===== src/rtl/vload_wb_if.sv =====
// vload_wb_if: command, load-word and register-file write signals of vload_wb.
// Ports: cmd_* (load command + v0 mask), word_* (load data stream), abort,
//        writeAddr/writeVector/writeEnable/done (register file write side).
// slave modport is the vload_wb side, master modport is the requester side.
interface vload_wb_if #(
  parameter int VLEN = 128
);
  logic            cmd_valid;
  logic            cmd_ready;
  logic [4:0]      cmd_vd;
  logic [2:0]      cmd_vl;
  logic            cmd_vm;
  logic [VLEN-1:0] v0;
  logic            word_valid;
  logic            word_ready;
  logic [31:0]     word_data;
  logic            abort;
  logic [4:0]      writeAddr;
  logic [VLEN-1:0] writeVector;
  logic [3:0]      writeEnable;
  logic            done;

  modport slave (
    input  cmd_valid, cmd_vd, cmd_vl, cmd_vm, v0,
    input  word_valid, word_data, abort,
    output cmd_ready, word_ready,
    output writeAddr, writeVector, writeEnable, done
  );

  modport master (
    output cmd_valid, cmd_vd, cmd_vl, cmd_vm, v0,
    output word_valid, word_data, abort,
    input  cmd_ready, word_ready,
    input  writeAddr, writeVector, writeEnable, done
  );
endinterface


===== src/rtl/vload_wb.sv =====
// Purpose: gathers up to 4 x 32-bit load words into one vector register write.
// Latency: write cycle 1 cycle after the last accepted word; vl+2 cycles per command.
// Backpressure: cmd_ready only in IDLE, word_ready only in COLLECT.
// Ports: clk, rst (sync, active-high); bus (vload_wb_if.slave) carries the
//        command/v0 inputs, the word stream, abort, and the register file write.
// Optional: define VLOAD_WB_MASK_EN to gate lane strobes with v0 when cmd_vm=0.
module vload_wb #(
  parameter int VLEN = 128
) (
  input  logic        clk,
  input  logic        rst,
  vload_wb_if.slave   bus
);

  typedef enum logic [1:0] {IDLE, COLLECT, WRITE} state_t;

  state_t          r_state;
  logic [2:0]      r_cnt;
  logic [2:0]      r_vl;
  logic [4:0]      r_vd;
  logic            r_vm;
  logic [3:0]      r_v0m;
  logic [VLEN-1:0] r_buf;
  logic [3:0]      r_we;
  logic            r_done;
  logic            r_cmd_ready;
  logic            r_word_ready;

  logic [2:0]      w_vl_clamp;
  logic [3:0]      w_lane_mask;
  logic [3:0]      w_we_final;

  // vl encodings 5..7 behave as a full vector
  assign w_vl_clamp = (bus.cmd_vl > 3'd4) ? 3'd4 : bus.cmd_vl;

  always_comb begin
    w_lane_mask = 4'b0000;
    case (r_vl)
      3'd0:    w_lane_mask = 4'b0000;
      3'd1:    w_lane_mask = 4'b0001;
      3'd2:    w_lane_mask = 4'b0011;
      3'd3:    w_lane_mask = 4'b0111;
      default: w_lane_mask = 4'b1111;
    endcase
  end

`ifdef VLOAD_WB_MASK_EN
  // masked elements are still consumed, only their strobes drop
  assign w_we_final = r_vm ? w_lane_mask : (w_lane_mask & r_v0m);
  logic w_unused_v0;
  assign w_unused_v0 = ^bus.v0[VLEN-1:4];
`else
  assign w_we_final = w_lane_mask;
  logic w_unused_mask;
  assign w_unused_mask = ^{bus.v0, bus.cmd_vm, r_vm, r_v0m};
`endif

  always_ff @(posedge clk) begin
    if (rst) begin
      r_state      <= IDLE;
      r_cnt        <= 3'd0;
      r_vl         <= 3'd0;
      r_vd         <= 5'd0;
      r_vm         <= 1'b0;
      r_v0m        <= 4'd0;
      r_buf        <= '0;
      r_we         <= 4'd0;
      r_done       <= 1'b0;
      r_cmd_ready  <= 1'b1;
      r_word_ready <= 1'b0;
    end else begin
      case (r_state)
        IDLE: begin
          if (bus.cmd_valid) begin
            r_vd        <= bus.cmd_vd;
            r_vl        <= w_vl_clamp;
            r_vm        <= bus.cmd_vm;
            r_v0m       <= bus.v0[3:0];
            r_cnt       <= 3'd0;
            r_cmd_ready <= 1'b0;
            if (w_vl_clamp != 3'd0) begin
              r_state      <= COLLECT;
              r_word_ready <= 1'b1;
            end else begin
              // empty command: a single write cycle with no strobes
              r_state <= WRITE;
              r_we    <= 4'd0;
              r_done  <= 1'b1;
            end
          end
        end
        COLLECT: begin
          // abort takes priority even over the final word
          if (bus.abort) begin
            r_state      <= IDLE;
            r_cnt        <= 3'd0;
            r_buf        <= '0;
            r_word_ready <= 1'b0;
            r_cmd_ready  <= 1'b1;
          end else if (bus.word_valid) begin
            r_buf[{r_cnt[1:0], 5'd0} +: 32] <= bus.word_data;
            r_cnt <= r_cnt + 3'd1;
            if (r_cnt == r_vl - 3'd1) begin
              r_state      <= WRITE;
              r_word_ready <= 1'b0;
              r_we         <= w_we_final;
              r_done       <= 1'b1;
            end
          end
        end
        WRITE: begin
          r_state     <= IDLE;
          r_we        <= 4'd0;
          r_done      <= 1'b0;
          r_cmd_ready <= 1'b1;
        end
        default: begin
          r_state      <= IDLE;
          r_we         <= 4'd0;
          r_done       <= 1'b0;
          r_cmd_ready  <= 1'b1;
          r_word_ready <= 1'b0;
        end
      endcase
    end
  end

  // address and data come straight from the latched fields; only valid with done
  assign bus.cmd_ready   = r_cmd_ready;
  assign bus.word_ready  = r_word_ready;
  assign bus.writeAddr   = r_vd;
  assign bus.writeVector = r_buf;
  assign bus.writeEnable = r_we;
  assign bus.done        = r_done;

endmodule


===== src/flat_wrapper.sv =====
// flat-port wrapper written by rule: the top's interface ports become plain ports
module vload_wb_flat 
#(
  parameter int VLEN = 128
)
  (clk, rst, bus_cmd_valid, bus_cmd_vd, bus_cmd_vl, bus_cmd_vm, bus_v0, bus_word_valid, bus_word_data, bus_abort, bus_cmd_ready, bus_word_ready, bus_writeAddr, bus_writeVector, bus_writeEnable, bus_done);
  vload_wb_if #(.VLEN(VLEN)) bus_i ();
  input  logic clk;
  input  logic rst;
  input wire logic [$bits(bus_i.cmd_valid)-1:0] bus_cmd_valid;
  input wire logic [$bits(bus_i.cmd_vd)-1:0] bus_cmd_vd;
  input wire logic [$bits(bus_i.cmd_vl)-1:0] bus_cmd_vl;
  input wire logic [$bits(bus_i.cmd_vm)-1:0] bus_cmd_vm;
  input wire logic [$bits(bus_i.v0)-1:0] bus_v0;
  input wire logic [$bits(bus_i.word_valid)-1:0] bus_word_valid;
  input wire logic [$bits(bus_i.word_data)-1:0] bus_word_data;
  input wire logic [$bits(bus_i.abort)-1:0] bus_abort;
  output wire logic [$bits(bus_i.cmd_ready)-1:0] bus_cmd_ready;
  output wire logic [$bits(bus_i.word_ready)-1:0] bus_word_ready;
  output wire logic [$bits(bus_i.writeAddr)-1:0] bus_writeAddr;
  output wire logic [$bits(bus_i.writeVector)-1:0] bus_writeVector;
  output wire logic [$bits(bus_i.writeEnable)-1:0] bus_writeEnable;
  output wire logic [$bits(bus_i.done)-1:0] bus_done;
  assign bus_i.cmd_valid = bus_cmd_valid;
  assign bus_i.cmd_vd = bus_cmd_vd;
  assign bus_i.cmd_vl = bus_cmd_vl;
  assign bus_i.cmd_vm = bus_cmd_vm;
  assign bus_i.v0 = bus_v0;
  assign bus_i.word_valid = bus_word_valid;
  assign bus_i.word_data = bus_word_data;
  assign bus_i.abort = bus_abort;
  assign bus_cmd_ready = bus_i.cmd_ready;
  assign bus_word_ready = bus_i.word_ready;
  assign bus_writeAddr = bus_i.writeAddr;
  assign bus_writeVector = bus_i.writeVector;
  assign bus_writeEnable = bus_i.writeEnable;
  assign bus_done = bus_i.done;
  vload_wb #(.VLEN(VLEN)) u_core (.clk(clk), .rst(rst), .bus(bus_i));
endmodule

===== config.mk =====
export PLATFORM = sky130hd
export DESIGN_NAME = vload_wb_flat
export DESIGN_NICKNAME = d
export VERILOG_FILES = /design/src/rtl/vload_wb_if.sv /design/src/rtl/vload_wb.sv /design/src/flat_wrapper.sv
export SDC_FILE = /design/constraint.sdc
export NUM_CORES = 1
export LEC_CHECK = 0
export CORE_MARGIN = 4
export CORE_UTILIZATION = 42
export CTS_CLUSTER_DIAMETER = 80
export CTS_CLUSTER_SIZE = 12
export DETAILED_ROUTE_END_ITERATION = 7
export PLACE_DENSITY = 0.95
export SLEW_MARGIN = 0
export SYNTH_ARGS = -nofsm -noshare
export SYNTH_HDL_FRONTEND = slang
export SYNTH_SLANG_ARGS = --single-unit
export TNS_END_PERCENT = 100

===== constraint.sdc =====
create_clock -name clk -period 3.56 [get_ports clk]
set_clock_uncertainty 0.05 [all_clocks]
set_input_delay 1.068 -clock clk [delete_from_list [all_inputs] [get_ports clk]]
set_output_delay 1.068 -clock clk [all_outputs]
set_load 0.05 [all_outputs]

## Yosys cells after proc, flatten, opt, wreduce, memory -nomap -nowiden

Index checks and enable logic that the tools add are counted.
W data, S select, Z words.

- $add $sub $neg: 3
- Order comparisons: 1
- Eq/ne operators: 15
- Shifts and indexed selects: 2
- Muxes and demuxes: 36
- Bitwise gates (word level): 1
- Reduce and logical (&&, ||, !) cells: 12

Operators by type and width:

| operator | number |
|---|---|
| $mux W128 | 2 |
| $bwmux W128 | 1 |
| $shift A32 B9 Y128 const A | 1 |
| $shiftx A32 B9 Y128 | 1 |
| $mux W4 | 5 |
| $pmux W4 S4 | 1 |
| $mux W1 | 12 |
| $mux W3 | 4 |
| $mux W2 | 5 |
| $ne A2 B2 Y1 const B | 5 |
| $reduce_and A5 Y1 | 2 |
| $neg A7 Y9 | 1 |
| $pmux W4 S2 | 1 |
| $eq A3 B2 Y1 const B | 2 |
| $pmux W3 S2 | 1 |
| $reduce_and A2 Y1 | 3 |
| $reduce_and A3 Y1 | 2 |
| $ne A2 B1 Y1 const B | 2 |
| $pmux W1 S2 | 2 |
| $pmux W2 S2 | 1 |
| $reduce_bool A2 Y1 | 2 |
| $add A3 B1 Y3 const B | 1 |
| $eq A3 B1 Y1 const B | 1 |
| $eq A3 B3 Y1 | 1 |
| 11 further kinds | 11 |

- Register bits after elaboration: 148
- Bits of input ports: 174
- Output and inout port bits: 140
- Word-level logic and storage cells: 79

## Longest topological paths before layout

Gate-level depths: netlist (run 1).

- Word-level depth: 6
- Mapped depth: 7
- Depth with buffers taken out: 6

## Worst setup path after synthesis (run 1)

Ideal clock, no wire load.

- Path type: input to register
- Start: input bus_abort
- End: register u_core.r_buf[66] (netlist: u_core.bus.writeVector[66])
- Setup time: 0.066 ns
- Data arrival time: 2.270 ns
- Required time: 3.444 ns
- Slack: 1.174 ns
- Stages: 5
- Buffers on the path: 1
- Cell sequence: or3b_2 > nor4_4 > buf_4 > a22oi_1 > nor2_1

- Word-level cells in the longest chain between the ends: 2
- Elaborated cells between the ends (all ways): 3
- Those cells by class: 1 x mux; 2 x reduce/logical

Ends and longest elaborated chain:

| item | line | text |
|---|---|---|
| start: declaration | flat_wrapper.sv:17 | `input wire logic [$bits(bus_i.abort)-1:0] bus_abort;` |
| $reduce_bool A2 Y1 (no source line) | n/a |  |
| $reduce_and A2 Y1 (no source line) | n/a |  |
| end signal: indexed assignment | vload_wb.sv:101 | `r_buf[{r_cnt[1:0], 5'd0} +: 32] <= bus.word_data;` |
| end: declaration | vload_wb.sv:23 | `logic [VLEN-1:0] r_buf;` |

Several ways; a longest one is shown, not always the timed one.
A chain may end at the register's enable or synchronous reset.

## Final worst setup path (run 1)

- Start: register u_core.r_buf[95] (netlist: u_core.bus.writeVector[95])
- End: output bus_writeVector[95]

RTL lines:

| item | line | text |
|---|---|---|
| end: declaration | flat_wrapper.sv:21 | `output wire logic [$bits(bus_i.writeVector)-1:0] bus_writeVector;` |

No word-level cell between the ends.

==> results of run 1 <==
-- cells by family (layout without fill, tap and decap cells) --
logic type,count (synthesis),in the layout,synth area share
xor+xnor,3,3,0.007338
fa+ha+maj,9,9,0.02001
flops,148,148,0.5266
simple gates,220,220,0.1870
compound gates,130,130,0.1623
buf+inv,50,235,0.03780
mux,33,33,0.05893
-- cell type report --
class | count | area [um2]
clock buffers | 18 | 429.2
clock inverters | 14 | 127.6
fillers | 970 | 4976
inverters | 5 | 18.77
multi-input cells | 395 | 2474
flip-flops and latches | 148 | 2963
well taps | 176 | 220.2
repair buffers | 198 | 1982
-- sequential cells by signal, summed over array words and instances, names as in the netlist --
register,cells
u_core.bus.cmd_ready,1
u_core.bus.done,1
u_core.bus.word_ready,1
u_core.bus.writeAddr,5
u_core.bus.writeEnable,4
u_core.bus.writeVector,128
u_core.r_cnt,3
u_core.r_state,2
u_core.r_vl,3
-- Yosys cell counts (all sizes together) --
master | number | area share
nand3b | 3 | 0.0040
or4b | 1 | 0.0018
or4 | 1 | 0.0020
nand2b | 8 | 0.0089
xnor2 | 2 | 0.0031
xor3 | 1 | 0.0042
mux2i | 32 | 0.057
a31o | 1 | 0.0016
clkbuf | 31 | 0.021
a22oi | 96 | 0.13
o311ai | 1 | 0.0016
a211oi | 1 | 0.0013
nand4b | 1 | 0.0016
buf | 14 | 0.014
nor4b | 2 | 0.0042
nor4 | 4 | 0.011
o211ai | 2 | 0.0027
o21ai | 8 | 0.0071
and2 | 32 | 0.036
nor2b | 3 | 0.0033
dfxtp | 148 | 0.53
inv | 5 | 0.0033
a21oi | 18 | 0.016
o31ai | 1 | 0.0013
o21a | 2 | 0.0027
mux2 | 1 | 0.0020
nor3 | 6 | 0.0062
nand3 | 3 | 0.0027
ha | 9 | 0.020
nor2 | 132 | 0.088
nand2 | 22 | 0.015
or3b | 2 | 0.0031
-- per-layer routing --
layer | part of all wire | track usage | vias up
met2 | 0.47 | 0.3623 | 225
met1 | 0.40 | 0.2718 | 2461
met3 | 0.12 | 0.1108 | 22
met4 | 0.016 | 0.07543 | 0
met5 | 0 | 0 | -
li1 | - | - | 2401
-- path summary, 6_finish.rpt --
kind,depth (start not counted),startpoint,end,slack (ps)
setup / recovery,1,u_core.bus.writeVector[95],bus_writeVector[95],810
hold / removal,2,u_core.bus.writeEnable[0],u_core.bus.writeEnable[0],410
setup reg to reg,7,u_core.r_cnt[0],u_core.bus.writeVector[50],1070
hold reg to reg,2,u_core.bus.writeEnable[0],u_core.bus.writeEnable[0],410
-- power groups by stage --
stage               logic, mW  registers (mW)  clock network (mW)
finish                  0.378            1.69                1.67
global route            0.402            1.70                1.76
CTS                     0.376            1.69                1.69
detailed placement      0.374            1.73                   0
global placement        0.368            1.73                   0
floorplan               0.152            1.79                   0
-- metrics by stage --
stage               setup slack (ps)  cells  utilization
floorplan                       1174    593            -
global route                   748.1    954       0.6227
global placement               559.5    922       0.5805
CTS                            788.4    954       0.6227
finish                         805.3    954       0.6227
detailed placement             515.2    922       0.5805
==> results by group, run 1 <==
Status
  • Outcome: complete, no violations

Floorplanning
  • Starting Density: 0.4266
  • Die width: 123.7 um
  • Die area: 15,310 um2
  • Die Y: 123.7 um
  • Core area: 13,190 um2
  • IO Pins: 314
  • Rows: 42

Worst setup path
  • Max FO, Critical Path: 2
  • CP Buf/Inv Count: 1
  • Critical path class: flip-flop to output port
  • Req. time, crit path: 2440 ps
  • Crit path largest cell delay: 880 ps
  • Kind of end point of the critical path: output port
  • Max stage delay cell, worst path: clkdlybuf4s50_1
  • CP Data Arrival Time: 1640 ps
  • Worst path top cell family by delay: buffers and inverters
  • CP Cell Sequence: clkdlybuf4s50_1
  • Setup crit start kind: flip-flop

Power
  • Switching power: 0.9558 mW
  • Switching Share: 0.2555
  • VDD IR max: 316.9 uV
  • Power Dens Cells: 455.4 nW/um2
  • Leak: 2.911 nW
  • Sequential fraction of design power: 0.453
  • Internal Power: 2.785 mW
  • Clock group share of total power: 0.446
  • Design Power: 3.741 mW
  • Combinational Power Share: 0.101

Timing
  • Period Utilization, post-route: 0.7738
  • Slew HR: 0.5343
  • Min Hold Slack: 412.4 ps
  • FMAX: 363.0 MHz
  • Finish-stage setup viols: 0
  • Final hold vios: 0
  • Final min period: 2755 ps
  • Total negative slack: 0 ps
  • Max Transition Viols Final: 0
  • RSZ-0062 raised after global routing: false
  • Least-Margin Pin Slew: 698.5 ps

Synthesis
  • Syn. warnings: 0
  • Post-Syn Area: 5627 um2
  • Synth cell types: 37
  • Sequential share of the synthesized area: 0.5266
  • Number of synthesized register bits: 148
  • Synthesized instance count: 593
  • Synthesized area per cell: 9.488 um2
  • Syn_nets: 776

Finish
  • Syn-to-layout area delta: 45.99%
  • Fin area: 8214 um2
  • Commonest non-fill, non-tap cell in the layout: clkdlybuf4s50_1
  • Commonest non-fill, non-tap cells in the layout: clkdlybuf4s50_1 (183), dfxtp_1 (148), nor2_1 (131)
  • Layout cells sized above 1: 0.07455
  • N_diodes: 0
  • Layout Nets: 948

Min path
  • HP Class: flip-flop to flip-flop

Clocking
  • Worst-skew pair later-pin latency: 420 ps
  • Longest Clk Path Bufs: 2
  • CTS tree: yes
  • CTS Sinks: 148
  • Post-CTS sizing: 0
  • Clock slew at reported path FFs: 60 ps
  • Post-CTS Setup Bufs: 0
  • Root Buffer: clkbuf_16
  • Cts bufs inserted: 17
  • H-Tree Depth: 4
  • CTS hold repair buffers: 0

Drt
  • Vias post-DR: 5,109
  • Post-route antenna net violation count: 0
  • Drt wl/cell: 18.24 um
  • Final WL: 17,400 um
  • DRC Markers: 0
  • Drt pass-1 iters: 5
  • DR iter-0 viols: 338
  • Via density: 5.355

Place
  • DP Area: 7657 um2
  • Hpwl dp: 11,940 um
  • RePlAce Congestion: 0.8483
  • Buffers on Ports: 184

Run
  • MaxCap Viol Count: 0

Global routing
  • Initial antenna violation count: 0
  • Vias in the first global route: 5,178
  • GRT Residual Overflow: 0
  • Largest net degree at the start of global routing: 111
  • First-pass GRT wire length: 26,790 um
  • Total GRT Usage: 0.2287
Power figures use the tool's default switching activity.
==> run 2: changes to the inputs <==
--- a/config.mk
+++ b/config.mk
@@ -6,11 +6,11 @@
 export NUM_CORES = 1
 export LEC_CHECK = 0
 export CORE_MARGIN = 4
-export CORE_UTILIZATION = 42
+export CORE_UTILIZATION = 35
 export CTS_CLUSTER_DIAMETER = 80
 export CTS_CLUSTER_SIZE = 12
 export DETAILED_ROUTE_END_ITERATION = 7
-export PLACE_DENSITY = 0.95
+export PLACE_DENSITY = 0.89
 export SLEW_MARGIN = 0
 export SYNTH_ARGS = -nofsm -noshare
 export SYNTH_HDL_FRONTEND = slang
==> constraint.sdc (replaced) <==
create_clock -name clk -period 2.5 [get_ports clk]
set_clock_uncertainty 0.05 [all_clocks]
set_input_delay 0.75 -clock clk [delete_from_list [all_inputs] [get_ports clk]]
set_output_delay 0.75 -clock clk [all_outputs]
set_load 0.05 [all_outputs]
==> run 2 against run 1 <==
Compared with the run above: cell count is 5.1% higher; final area is 2.5% higher; largest power group is now clock; wire length is 1.6% higher; core utilization is 9.1 points lower; first-iteration DRC count is 15% lower; critical endpoint is now bus_writeVector[86]; register-to-register slack worse by 890 ps; combinational power is 48% higher; worst setup slack worse by 730 ps; sequential power is 43% higher.
==> results by group, run 2 (synthesis results as in run 1) <==
Global routing
  • First-pass GRT wire length: 27,670 um
  • Largest net degree at the start of global routing: 98
  • GRT Residual Overflow: 0
  • Vias in the first global route: 5,172
  • Initial antenna violation count: 1
  • Total GRT Usage: 0.1951

Worst setup path
  • Worst path top cell family by delay: buffers and inverters
  • CP Buf/Inv Count: 1
  • Crit path largest cell delay: 860 ps
  • Max stage delay cell, worst path: clkdlybuf4s50_1
  • CP Data Arrival Time: 1630 ps
  • Critical path class: flip-flop to output port
  • CP Cell Sequence: clkdlybuf4s50_1
  • Req. time, crit path: 1700 ps
  • Max FO, Critical Path: 2
  • Setup crit start kind: flip-flop
  • Kind of end point of the critical path: output port

Timing
  • RSZ-0062 raised after global routing: false
  • Least-Margin Pin Slew: 606.2 ps
  • Total negative slack: 0 ps
  • Period Utilization, post-route: 0.9704
  • Slew HR: 0.5959
  • Max Transition Viols Final: 0
  • Final min period: 2426 ps
  • FMAX: 412.2 MHz
  • Min Hold Slack: 418.0 ps
  • Finish-stage setup viols: 0
  • Final hold vios: 0

Drt
  • Post-route antenna net violation count: 0
  • Final WL: 17,690 um
  • Vias post-DR: 5,102
  • Drt pass-1 iters: 5
  • DR iter-0 viols: 286
  • DRC Markers: 0
  • Drt wl/cell: 17.63 um
  • Via density: 5.087

Power
  • Leak: 3.021 nW
  • Power Dens Cells: 653.5 nW/um2
  • VDD IR max: 501.1 uV

Run
  • MaxCap Viol Count: 0

Finish
  • Commonest non-fill, non-tap cells in the layout: clkdlybuf4s50_1 (181), dfxtp_1 (148), nor2_1 (131)
  • Area of the multi-input gates: 2474 um2
  • Commonest non-fill, non-tap cell in the layout: clkdlybuf4s50_1
  • Post-Layout Cell Count: 1,003
  • Util after Layout: 0.5322
  • Reg area: 2963 um2
  • N_diodes: 0
  • Syn-to-layout area delta: 49.70%
  • Layout Nets: 958
  • Number of flip-flops under the largest register name: 128
  • Layout cells sized above 1: 0.08895
  • Fin area: 8423 um2
  • Fillers: 1,361

Clocking
  • Longest Clk Path Bufs: 2
  • Clock slew at reported path FFs: 60 ps
  • Worst-skew pair later-pin latency: 420 ps
  • Cts bufs inserted: 17
  • CTS Sinks: 148
  • CTS hold repair buffers: 0
  • CTS tree: yes
  • Root Buffer: clkbuf_16
  • Post-CTS Setup Bufs: 0
  • H-Tree Depth: 4
  • Post-CTS sizing: 0

Floorplanning
  • Die area: 18,170 um2
  • IO Pins: 314
  • Die Y: 134.8 um
  • Die width: 134.8 um
  • Starting Density: 0.3555
  • Rows: 46
  • Core area: 15,830 um2

Place
  • Buffers on Ports: 184
  • Hpwl dp: 12,050 um
  • Placed cells: 972
  • RePlAce Congestion: 0.7737
  • DP Area: 7840 um2

Min path
  • HP Class: flip-flop to flip-flop

Status
  • Outcome: complete, no violations
-- run 2: cell type report --
| type | instances | share of cell area |
|---|---|---|
| multi-input combinational | 395 | 0.2937 |
| clock buffer | 19 | 0.05377 |
| sequential | 148 | 0.3518 |
| inverter | 5 | 0.002228 |
| clock inverter | 12 | 0.01545 |
| tap | 216 | 0.03209 |
| timing repair buffer | 208 | 0.2510 |
-- run 2: power by group --
group / switching [mW] / internal [mW]
Sequential: 0.0227 / 2.39
Clock: 1.01 / 1.52
Combinational: 0.337 / 0.222
-- run 2: worst paths after layout --
| check | start | cells after the start | slack, ps | end |
|---|---|---|---|---|
| worst min register to register | u_core.bus.done | 1 | 420 | u_core.bus.done |
| worst max register to register | u_core.r_cnt[0] | 7 | 180 | u_core.bus.writeVector[115] |
| worst max-delay path | u_core.bus.writeVector[86] | 1 | 70 | bus_writeVector[86] |
| worst min-delay path | u_core.bus.done | 1 | 420 | u_core.bus.done |
-- run 2: layer usage --
metal | wire (um) | GRT usage | vias to the layer above
met3 | 1856 | 0.08756 | 23
met2 | 8361 | 0.3038 | 215
met1 | 7217 | 0.2375 | 2432
li1 | - | - | 2432
met4 | 249 | 0.07466 | 0
met5 | 0 | 0 | -
-- run 2: metrics by stage --
step           total power, mW  setup slack, ps
3_3_place_gp             3.014           -149.9
2_1_floorplan            2.767            309.8
4_1_cts                  5.555            52.57
5_1_grt                  5.688            31.61
6_report                 5.505            74.06
3_5_place_dp             3.024           -182.3
==> run 3: changes to the inputs <==
--- a/config.mk
+++ b/config.mk
@@ -7,10 +7,10 @@
 export LEC_CHECK = 0
 export CORE_MARGIN = 4
 export CORE_UTILIZATION = 35
-export CTS_CLUSTER_DIAMETER = 80
+export CTS_CLUSTER_DIAMETER = 60
 export CTS_CLUSTER_SIZE = 12
 export DETAILED_ROUTE_END_ITERATION = 7
-export PLACE_DENSITY = 0.89
+export PLACE_DENSITY = 0.88
 export SLEW_MARGIN = 0
 export SYNTH_ARGS = -nofsm -noshare
 export SYNTH_HDL_FRONTEND = slang
==> run 3 against run 2 <==
Compared with the run above: worst setup slack worse by 4.0 ps; die area unchanged; wire length grew 3.8%; sequential share of layout area is 0.14 points lower; flip-flop and latch count unchanged; first-iteration DRC count grew 21%; core utilization grew 0.21 points; register-to-register slack gained 50 ps; non-clock buffer count up 2; hold slack got worse by 5.4 ps; critical path type unchanged; largest cell class unchanged.
==> results by group, run 3 (synthesis results as in run 1) <==
Finish
  • Commonest non-fill, non-tap cells in the layout: clkdlybuf4s50_1 (181), dfxtp_1 (148), nor2_1 (131)
  • Layout Nets: 960
  • Syn-to-layout area delta: 50.28%
  • Post-Layout Cell Count: 1,006
  • Commonest non-fill, non-tap cell in the layout: clkdlybuf4s50_1
  • N_diodes: 0
  • Number of flip-flops under the largest register name: 128
  • Layout cells sized above 1: 0.09241
  • Fin area: 8456 um2
  • Util after Layout: 0.5342

Worst setup path
  • CP Buf/Inv Count: 1
  • Setup crit start kind: flip-flop
  • Crit path largest cell delay: 830 ps
  • CP Data Arrival Time: 1630 ps
  • CP Cell Sequence: clkdlybuf4s50_1
  • Max stage delay cell, worst path: clkdlybuf4s50_1
  • Critical path class: flip-flop to output port
  • Max FO, Critical Path: 2
  • Req. time, crit path: 1700 ps
  • Kind of end point of the critical path: output port
  • Worst path top cell family by delay: buffers and inverters

Drt
  • DR iter-0 viols: 347
  • M1 WL: 7720 um
  • Final WL: 18,360 um
  • Top sig layer: met4
  • DRC Markers: 0
  • Vias post-DR: 5,118
  • Drt pass-1 iters: 5
  • Drt wl/cell: 18.25 um
  • Via density: 5.087
  • Post-route antenna net violation count: 0
  • Met3 wire length: 1840 um
  • Met2 WL: 8445 um

Floorplanning
  • Core area: 15,830 um2
  • Die area: 18,170 um2
  • Rows: 46
  • Die width: 134.8 um
  • IO Pins: 314
  • Starting Density: 0.3555
  • Die Y: 134.8 um

Global routing
  • Total GRT Usage: 0.2021
  • First-pass GRT wire length: 28,320 um
  • GRT Residual Overflow: 0
  • Vias in the first global route: 5,177
  • Initial antenna violation count: 0
  • Largest net degree at the start of global routing: 67

Timing
  • Period Utilization, post-route: 0.9720
  • Final min period: 2430 ps
  • Final hold vios: 0
  • RSZ-0062 raised after global routing: false
  • Finish-stage setup viols: 0
  • Max Transition Viols Final: 0
  • Least-Margin Pin Slew: 616.3 ps
  • Slew HR: 0.5891
  • FMAX: 411.5 MHz

Place
  • Placed cells: 974
  • Buffers on Ports: 184
  • RePlAce Congestion: 0.8265
  • DP Area: 7868 um2
  • Hpwl dp: 12,600 um

Status
  • Outcome: complete, no violations

Clocking
  • Worst-skew pair later-pin latency: 420 ps
  • CTS hold repair buffers: 0
  • Cts bufs inserted: 17
  • Clock slew at reported path FFs: 60 ps
  • CTS tree: yes
  • Root Buffer: clkbuf_16
  • CTS Sinks: 148
  • H-Tree Depth: 4
  • Post-CTS sizing: 0
  • Longest Clk Path Bufs: 2
  • Post-CTS Setup Bufs: 0

Run
  • MaxCap Viol Count: 0

Power
  • Power Dens Cells: 649.9 nW/um2
  • VDD IR max: 617.1 uV
  • Leak: 3.028 nW

Min path
  • HP Class: flip-flop to flip-flop
## run 3: changes by cell type in the layout (fill, tap and decap cells not counted), sizes merged
| cell | delta |
|---|---|
| buf | +2 |
| bufinv | -1 |
| inv | +2 |
| clkinv | -2 |
| clkbuf | +1 |
| clkinvlp | +1 |
## run 3: through the flow
step / power [mW] / hold WS [ps] / TNS [ps] / worst slack [ps]
finish: 5.495 / 412.6 / 0 / 70.04
global route: 5.687 / 441.0 / 0 / 28.26
CTS: 5.550 / 410.4 / 0 / 56.12
detailed placement: 3.034 / 402.2 / -16250 / -258.1
global placement: 3.024 / 395.3 / -14320 / -188.1
floorplan: 2.767 / 414.8 / 0 / 309.8
## run 3: path summary, 6_finish.rpt
kind	start	to	slack [ps]	depth (start not counted)
setup / recovery	u_core.bus.writeVector[60]	bus_writeVector[60]	70	1
hold reg to reg	u_core.bus.writeAddr[3]	u_core.bus.writeAddr[3]	410	2
hold / removal	u_core.bus.writeAddr[3]	u_core.bus.writeAddr[3]	410	2
setup reg to reg	u_core.r_cnt[0]	u_core.bus.writeVector[104]	230	7
## run 3: worst min-delay path, stage by stage (launching register included)
cell and delay (ps):
dfxtp_1 310, nand2_1 50, a21oi_1 50
## run 3: layout make-up
cell class / count / area (um2)
multi-input combinational: 395 / 2474
fill: 1364 / 7372
timing repair buffer: 210 / 2142
clock inverter: 12 / 121.4
tap: 216 / 270.3
inverter: 5 / 18.77
clock buffer: 20 / 466.7
sequential: 148 / 2963
## run 3: power by group
| group | leakage, nW | switching (mW) | internal (mW) |
|---|---|---|---|
| registers | 1.20 | 0.0220 | 2.39 |
| clock network | 0.282 | 1.05 | 1.47 |
| logic | 1.55 | 0.345 | 0.227 |
| total | 3.03 | 1.41 | 4.08 |
## run 3: layer usage
| metal | track usage | up-vias |
|---|---|---|
| met1 | 0.2497 | 2455 |
| met5 | 0 | - |
| met4 | 0.08145 | 0 |
| li1 | - | 2440 |
| met2 | 0.3118 | 197 |
| met3 | 0.08569 | 26 |
